[src/rtl/regfile_sb_pkg.sv]
// ============================================================================
// regfile_sb_pkg : shared defaults and constants for the LemonPC register file
// Revision 1.0
// ============================================================================
`default_nettype none

package regfile_sb_pkg;

  localparam int DEF_ADDR_WIDTH = 5;
  localparam int DEF_DATA_WIDTH = 64;
  localparam int DEF_NREAD      = 2;

  // Index of the hardwired-zero register.
  localparam int X0_IDX = 0;

endpackage

`default_nettype wire

[src/rtl/regfile_sb_scoreboard.sv]
// ============================================================================
// regfile_sb_scoreboard : per-register busy bits with claim/release priority
// Revision 1.0
// ============================================================================
`default_nettype none

module regfile_sb_scoreboard
  import regfile_sb_pkg::*;
#(
  parameter int ADDR_WIDTH = DEF_ADDR_WIDTH
) (
  input  logic                       clk,
  input  logic                       rst_n,
  input  logic                       wen,
  input  logic [ADDR_WIDTH-1:0]      waddr,
  input  logic                       iss_valid,
  input  logic [ADDR_WIDTH-1:0]      iss_rd,
  input  logic                       flush,
  output logic [(2**ADDR_WIDTH)-1:0] busy,
  output logic [ADDR_WIDTH:0]        busy_cnt
);

  localparam int NREG = 2**ADDR_WIDTH;

  logic [NREG-1:0]   busy_nxt;
  logic [ADDR_WIDTH:0] cnt_nxt;

  // Flush beats a claim, and a claim beats a same-cycle release of that register.
  always_comb begin
    busy_nxt = busy;
    cnt_nxt  = '0;
    for (int r = 0; r < NREG; r++) begin
      if (r == X0_IDX) begin
        busy_nxt[r] = 1'b0;
      end else if (flush) begin
        busy_nxt[r] = 1'b0;
      end else if (iss_valid && (iss_rd == r[ADDR_WIDTH-1:0])) begin
        busy_nxt[r] = 1'b1;
      end else if (wen && (waddr == r[ADDR_WIDTH-1:0])) begin
        busy_nxt[r] = 1'b0;
      end
      cnt_nxt = cnt_nxt + {{ADDR_WIDTH{1'b0}}, busy_nxt[r]};
    end
  end

  always_ff @(posedge clk or negedge rst_n) begin
    if (!rst_n) begin
      busy     <= '0;
      busy_cnt <= '0;
    end else begin
      busy     <= busy_nxt;
      busy_cnt <= cnt_nxt;
    end
  end

endmodule

`default_nettype wire

[src/rtl/regfile_sb.sv]
// ============================================================================
// regfile_sb : multi-port register file with write bypass and busy scoreboard
// Revision 1.0
// ============================================================================
`default_nettype none

module regfile_sb
  import regfile_sb_pkg::*;
#(
  parameter int ADDR_WIDTH = DEF_ADDR_WIDTH,
  parameter int DATA_WIDTH = DEF_DATA_WIDTH,
  parameter int NREAD      = DEF_NREAD,
  parameter int BYPASS     = 1
) (
  input  logic                        clk,
  input  logic                        rst_n,
  input  logic [NREAD*ADDR_WIDTH-1:0] raddr,
  output logic [NREAD*DATA_WIDTH-1:0] rdata,
  output logic [NREAD-1:0]            rbusy,
  input  logic                        wen,
  input  logic [ADDR_WIDTH-1:0]       waddr,
  input  logic [DATA_WIDTH-1:0]       wdata,
  input  logic                        iss_valid,
  input  logic [ADDR_WIDTH-1:0]       iss_rd,
  input  logic                        flush,
  output logic [ADDR_WIDTH:0]         busy_cnt
);

  localparam int NREG = 2**ADDR_WIDTH;
  localparam logic [ADDR_WIDTH-1:0] ZERO_IDX = ADDR_WIDTH'(X0_IDX);

  logic [DATA_WIDTH-1:0] rf [NREG];
  logic [NREG-1:0]       busy;
  logic                  wr_ok;

  assign wr_ok = wen && (waddr != ZERO_IDX);

  regfile_sb_scoreboard #(
    .ADDR_WIDTH (ADDR_WIDTH)
  ) u_scoreboard (
    .clk       (clk),
    .rst_n     (rst_n),
    .wen       (wen),
    .waddr     (waddr),
    .iss_valid (iss_valid),
    .iss_rd    (iss_rd),
    .flush     (flush),
    .busy      (busy),
    .busy_cnt  (busy_cnt)
  );

  always_ff @(posedge clk or negedge rst_n) begin
    if (!rst_n) begin
      for (int r = 0; r < NREG; r++) begin
        rf[r] <= '0;
      end
    end else if (wr_ok) begin
      rf[waddr] <= wdata;
    end
  end

  // A same-cycle writeback both supplies the operand and retires its producer.
  always_comb begin
    logic [ADDR_WIDTH-1:0] ra;
    rdata = '0;
    rbusy = '0;
    ra    = '0;
    for (int i = 0; i < NREAD; i++) begin
      ra = raddr[i*ADDR_WIDTH +: ADDR_WIDTH];
      if (ra == ZERO_IDX) begin
        rdata[i*DATA_WIDTH +: DATA_WIDTH] = '0;
        rbusy[i]                          = 1'b0;
      end else if ((BYPASS != 0) && wr_ok && (waddr == ra)) begin
        rdata[i*DATA_WIDTH +: DATA_WIDTH] = wdata;
        rbusy[i]                          = 1'b0;
      end else begin
        rdata[i*DATA_WIDTH +: DATA_WIDTH] = rf[ra];
        rbusy[i]                          = busy[ra];
      end
    end
  end

endmodule

`default_nettype wire

[config.mk]
export PLATFORM = sky130hd
export DESIGN_NAME = regfile_sb
export DESIGN_NICKNAME = d
export VERILOG_FILES = /design/src/rtl/regfile_sb_pkg.sv /design/src/rtl/regfile_sb_scoreboard.sv /design/src/rtl/regfile_sb.sv
export SDC_FILE = /design/constraint.sdc
export NUM_CORES = 2
export LEC_CHECK = 0
export BUFFER_PORTS_ARGS = -buffer_cell sky130_fd_sc_hd__clkbuf_2
export CAP_MARGIN = 40
export CORE_ASPECT_RATIO = 0.9
export CORE_MARGIN = 3
export CORE_UTILIZATION = 40
export CTS_CLUSTER_DIAMETER = 200
export DETAILED_ROUTE_END_ITERATION = 16
export PLACE_DENSITY = 0.65
export SLEW_MARGIN = 20
export SYNTH_ARGS = -nofsm -noshare
export SYNTH_HDL_FRONTEND = slang
export SYNTH_SLANG_ARGS = --single-unit
[constraint.sdc]
create_clock -name clk -period 4.5 [get_ports clk]
set_input_delay 0.45 -clock clk [delete_from_list [all_inputs] [get_ports clk]]
set_output_delay 0.45 -clock clk [all_outputs]
set_load 0.005 [all_outputs]
==> impl_metrics.ini <==
[timing]
period_minus_ws_final_ns = 5.00
slew_headroom = 0.332
final-max-slew-violation-count = 0
clock_skew_ns = 0.0101
finalWorstSetupSlack_ns = -0.501
final_hold_viol_count = 0
rsz0062_at_grt = true
worst_slew_pin_slew_ns = 0.993
max_freq_mhz = 200
report.final.setup_viol = 5
post-route-period-util = 1.11

[status]
run_status = finished with violations
violations = setup timing

[cells_and_area]
area_growth_pct = 12.9
design_area_um2 = 127000
layout-drive-gt1-share = 0.517
fin_nets = 7753
final_core_utilization = 0.456

[die]
initial_utilization = 0.404
die_ht_um = 508
floorplan.die.width_um = 564
std_cell_rows = 183
core_um2 = 278000
top_level_ports = 225
die_ar_um2 = 287000

[routing]
routed_wl_mm = 394
overall_via_count_from_detail_route = 75552
route.detailed.wl_per_inst_um = 34.1
route.detailed.drc = 0
drt_iter0_drc = 8551
route.antenna.remaining_nets = 0
drt_pre_antenna_iters = 8
met3_wirelength_mm = 37.3
dr.max_layer_used = met5
met2_length_mm = 182
detail_route.vias_per_cell = 6.55
m1WireLength_mm = 154

[worst_setup_path]
critPathMostFrequentCell = sky130_fd_sc_hd__fa_1
setup.worst_path.start = u_scoreboard.busy[1]$_DFF_PN0_
worst_setup_path_end_kind = register
signal_arrival_time_at_the_worst_endpoint_ns = 5.75
timing.critical_path.max_delay_family = adder cells
critPathBufInv = 6
path_cells = a22oi_2 > nor2_2 > ha_1 > inv_1 > fa_1 > inv_1 > fa_2 > fa_1 > fa_2 > fa_1 > inv_2 > fa_1 > inv_2 > ha_4 > inv_2 > fa_2 > inv_1 > a21o_1 > a21oi_2 > xnor2_1
criticalPathCategory = reg -> reg
worst-endpoint-required_ns = 5.25
crit_path_max_incr_delay_ns = 0.54
crit_path_start_kind = register
r2r-start = u_scoreboard.busy[1]$_DFF_PN0_
worstPathMaxFanout = 2
cp_slowest_cell = sky130_fd_sc_hd__fa_2

[yosys]
synth_top_area_cell = sky130_fd_sc_hd__dfrtp_1
ys.warnings.count = 0
synth_seq_area_share = 0.466
synth_top_area_share = 0.466
ys_seq_elements = 2085
post_synth_arst_share = 1.00
mappedNetlistNets = 7749
postSynthCellCount = 7628
synth.cell_area_um2 = 112000
largest_cells_by_area_after_synthesis = sky130_fd_sc_hd__dfrtp_1, sky130_fd_sc_hd__mux2_2, sky130_fd_sc_hd__mux4_2
synth_ff_type = sky130_fd_sc_hd__dfrtp_1
syn_area_per_cell_um2 = 14.7
post_synth_num_cell_types = 70
number_of_flops_mapped_to_enable_cells_by_yosys = 0

[grt]
grt_start_max_net_pins = 163
grt-ovfl-total = 0
gr-usage-all-layers = 0.271
grt_antenna_before_repair = 50
first_global_vias = 77251
grt_first_pass_wirelength_mm = 568

[power]
sw_frac_of_total = 0.278
power.internal_w = 0.0398
share_seq_of_total_power = 0.451
power.share.combinational = 0.210
power_per_cell_area_nw_per_um2 = 436
static-leakage-power_nw = 54.7
netSwitchingPower_w = 0.0153
clkPwrFrac = 0.339
ir_worst_vdd_mv = 0.361
post-layout-total-power_w = 0.0552

[placement]
port_buffers = 224
dpl_worst_slack_ns = -1.12
hpwlAfterDp_mm = 238
placed_inst_area_um2 = 119000
gpl.final_weighted_congestion = 0.881

[clock_network]
insertion_delay_ns = 0.87
clock_sink_count = 2085
cts.path.max_buffers = 3
cts_inserted_buffers = 219
ctsHtreeMaxLevel = 4
clkSlewWorstSetupHoldPaths_ns = 0.06
cts-root-buf = sky130_fd_sc_hd__clkbuf_16
cts_tree = yes

[worst_hold_path]
hp-class = in -> reg
worst_hold_startpoint = wdata[62]

[flow_run]
timing.max_cap.violations = 0
[metrics by stage]
step,std cells,hold WS [ns],setup TNS [ns]
detailed placement,11096,0.383,-5.72
global placement,11077,0.377,-5.88
global route,11526,0.0742,-2.83
floorplan,7628,0.154,-5.59
CTS,11509,0.0296,-2.01
finish,11543,0.118,-2.20
[routing by layer]
layer / vias to the layer above / GRT usage
li1: 29493 / -
met1: 40936 / 0.355
met2: 4067 / 0.422
met3: 1034 / 0.0700
met4: 22 / 0.127
met5: - / 0
[timing repair]
action,in CTS,in global routing
gates cloned,0,0
hold buffers,6,0
endpoints found under the setup margin,5,5
hold endpoints to repair,102,0
setup buffers,3,3
resized for setup,3,3
pin swaps,8,2
[cell families after synthesis]
kind of cell,count (synthesis),share of synthesized area
flops,2085,0.466
buf+inv,945,0.0388
xor+xnor,13,0.00102
compound gates,853,0.0536
fa+ha+maj,32,0.00511
mux,3205,0.414
simple gates,495,0.0214
[state kept, by name (all words and copies together) (netlist names)]
signal,flops
rf,2048
u_scoreboard.busy,31
u_scoreboard.busy_cnt,6
[layout make-up]
| class | count | area (um^2) |
|---|---|---|
| antenna | 28 | 70.1 |
| clock buffer | 341 | 6720 |
| clock inverter | 63 | 674 |
| fill | 24220 | 151000 |
| inverter | 57 | 223 |
| multi-input combinational | 4598 | 56000 |
| sequential | 2085 | 52200 |
| tap | 3700 | 4630 |
| timing repair buffer | 671 | 6100 |
[power groups by stage]
stage | Combinational, W | Sequential, W | Clock [W]
after floorplan | 0.00840 | 0.0241 | 0
after global placement | 0.0112 | 0.0247 | 0
after detailed placement | 0.0115 | 0.0250 | 0
after CTS | 0.0116 | 0.0247 | 0.0189
after global routing | 0.0123 | 0.0252 | 0.0196
final | 0.0116 | 0.0249 | 0.0187
[worst paths after layout]
check                                                     end  slack, ns  depth (start not counted)
min                                       rf[254]$_DFFE_PN0P_       0.12                          2
max                        u_scoreboard.busy_cnt[4]$_DFF_PN0_      -0.50                         20
max in group asynchronous                 rf[484]$_DFFE_PN0P_       2.85                          4
min in group asynchronous                rf[1776]$_DFFE_PN0P_       0.19                          2
max reg2reg                u_scoreboard.busy_cnt[4]$_DFF_PN0_      -0.50                         20
min reg2reg                              rf[2013]$_DFFE_PN0P_       0.40                          0
[synthesized netlist by cell type (all sizes together) (6+ instances only)]
master   number
o22ai       137
a2111oi       9
o21ai       116
nand3         7
o31ai        30
ha            9
nand2b       33
clkbuf      475
nor2         80
xnor2        11
a21oi       114
a211oi       92
nand2       210
mux4        943
buf         412
nor3         37
mux2i       227
nor4         25
a211o        28
or2           6
a221o        59
mux2       2035
o221ai       21
a221oi       52
inv          57
fa           23
a21o         22
dfrtp      2085
a22oi       142
o211a         7
nor2b        71
[cells in the final DEF, fill, tap and decap left out, types with 68 or more instances in the layout]
cell,n
sky130_fd_sc_hd__dfrtp_1,2085
sky130_fd_sc_hd__mux2_2,2006
sky130_fd_sc_hd__mux4_2,936
sky130_fd_sc_hd__buf_4,329
sky130_fd_sc_hd__mux2i_1,227
sky130_fd_sc_hd__clkbuf_16,225
sky130_fd_sc_hd__clkbuf_2,214
sky130_fd_sc_hd__nand2_1,194
sky130_fd_sc_hd__a22oi_1,140
sky130_fd_sc_hd__o22ai_1,137
sky130_fd_sc_hd__a21oi_1,112
sky130_fd_sc_hd__o21ai_0,99
sky130_fd_sc_hd__buf_12,99
sky130_fd_sc_hd__a211oi_1,92
sky130_fd_sc_hd__nor2b_1,68
No activity file was read; power rests on OpenSTA's default activity.
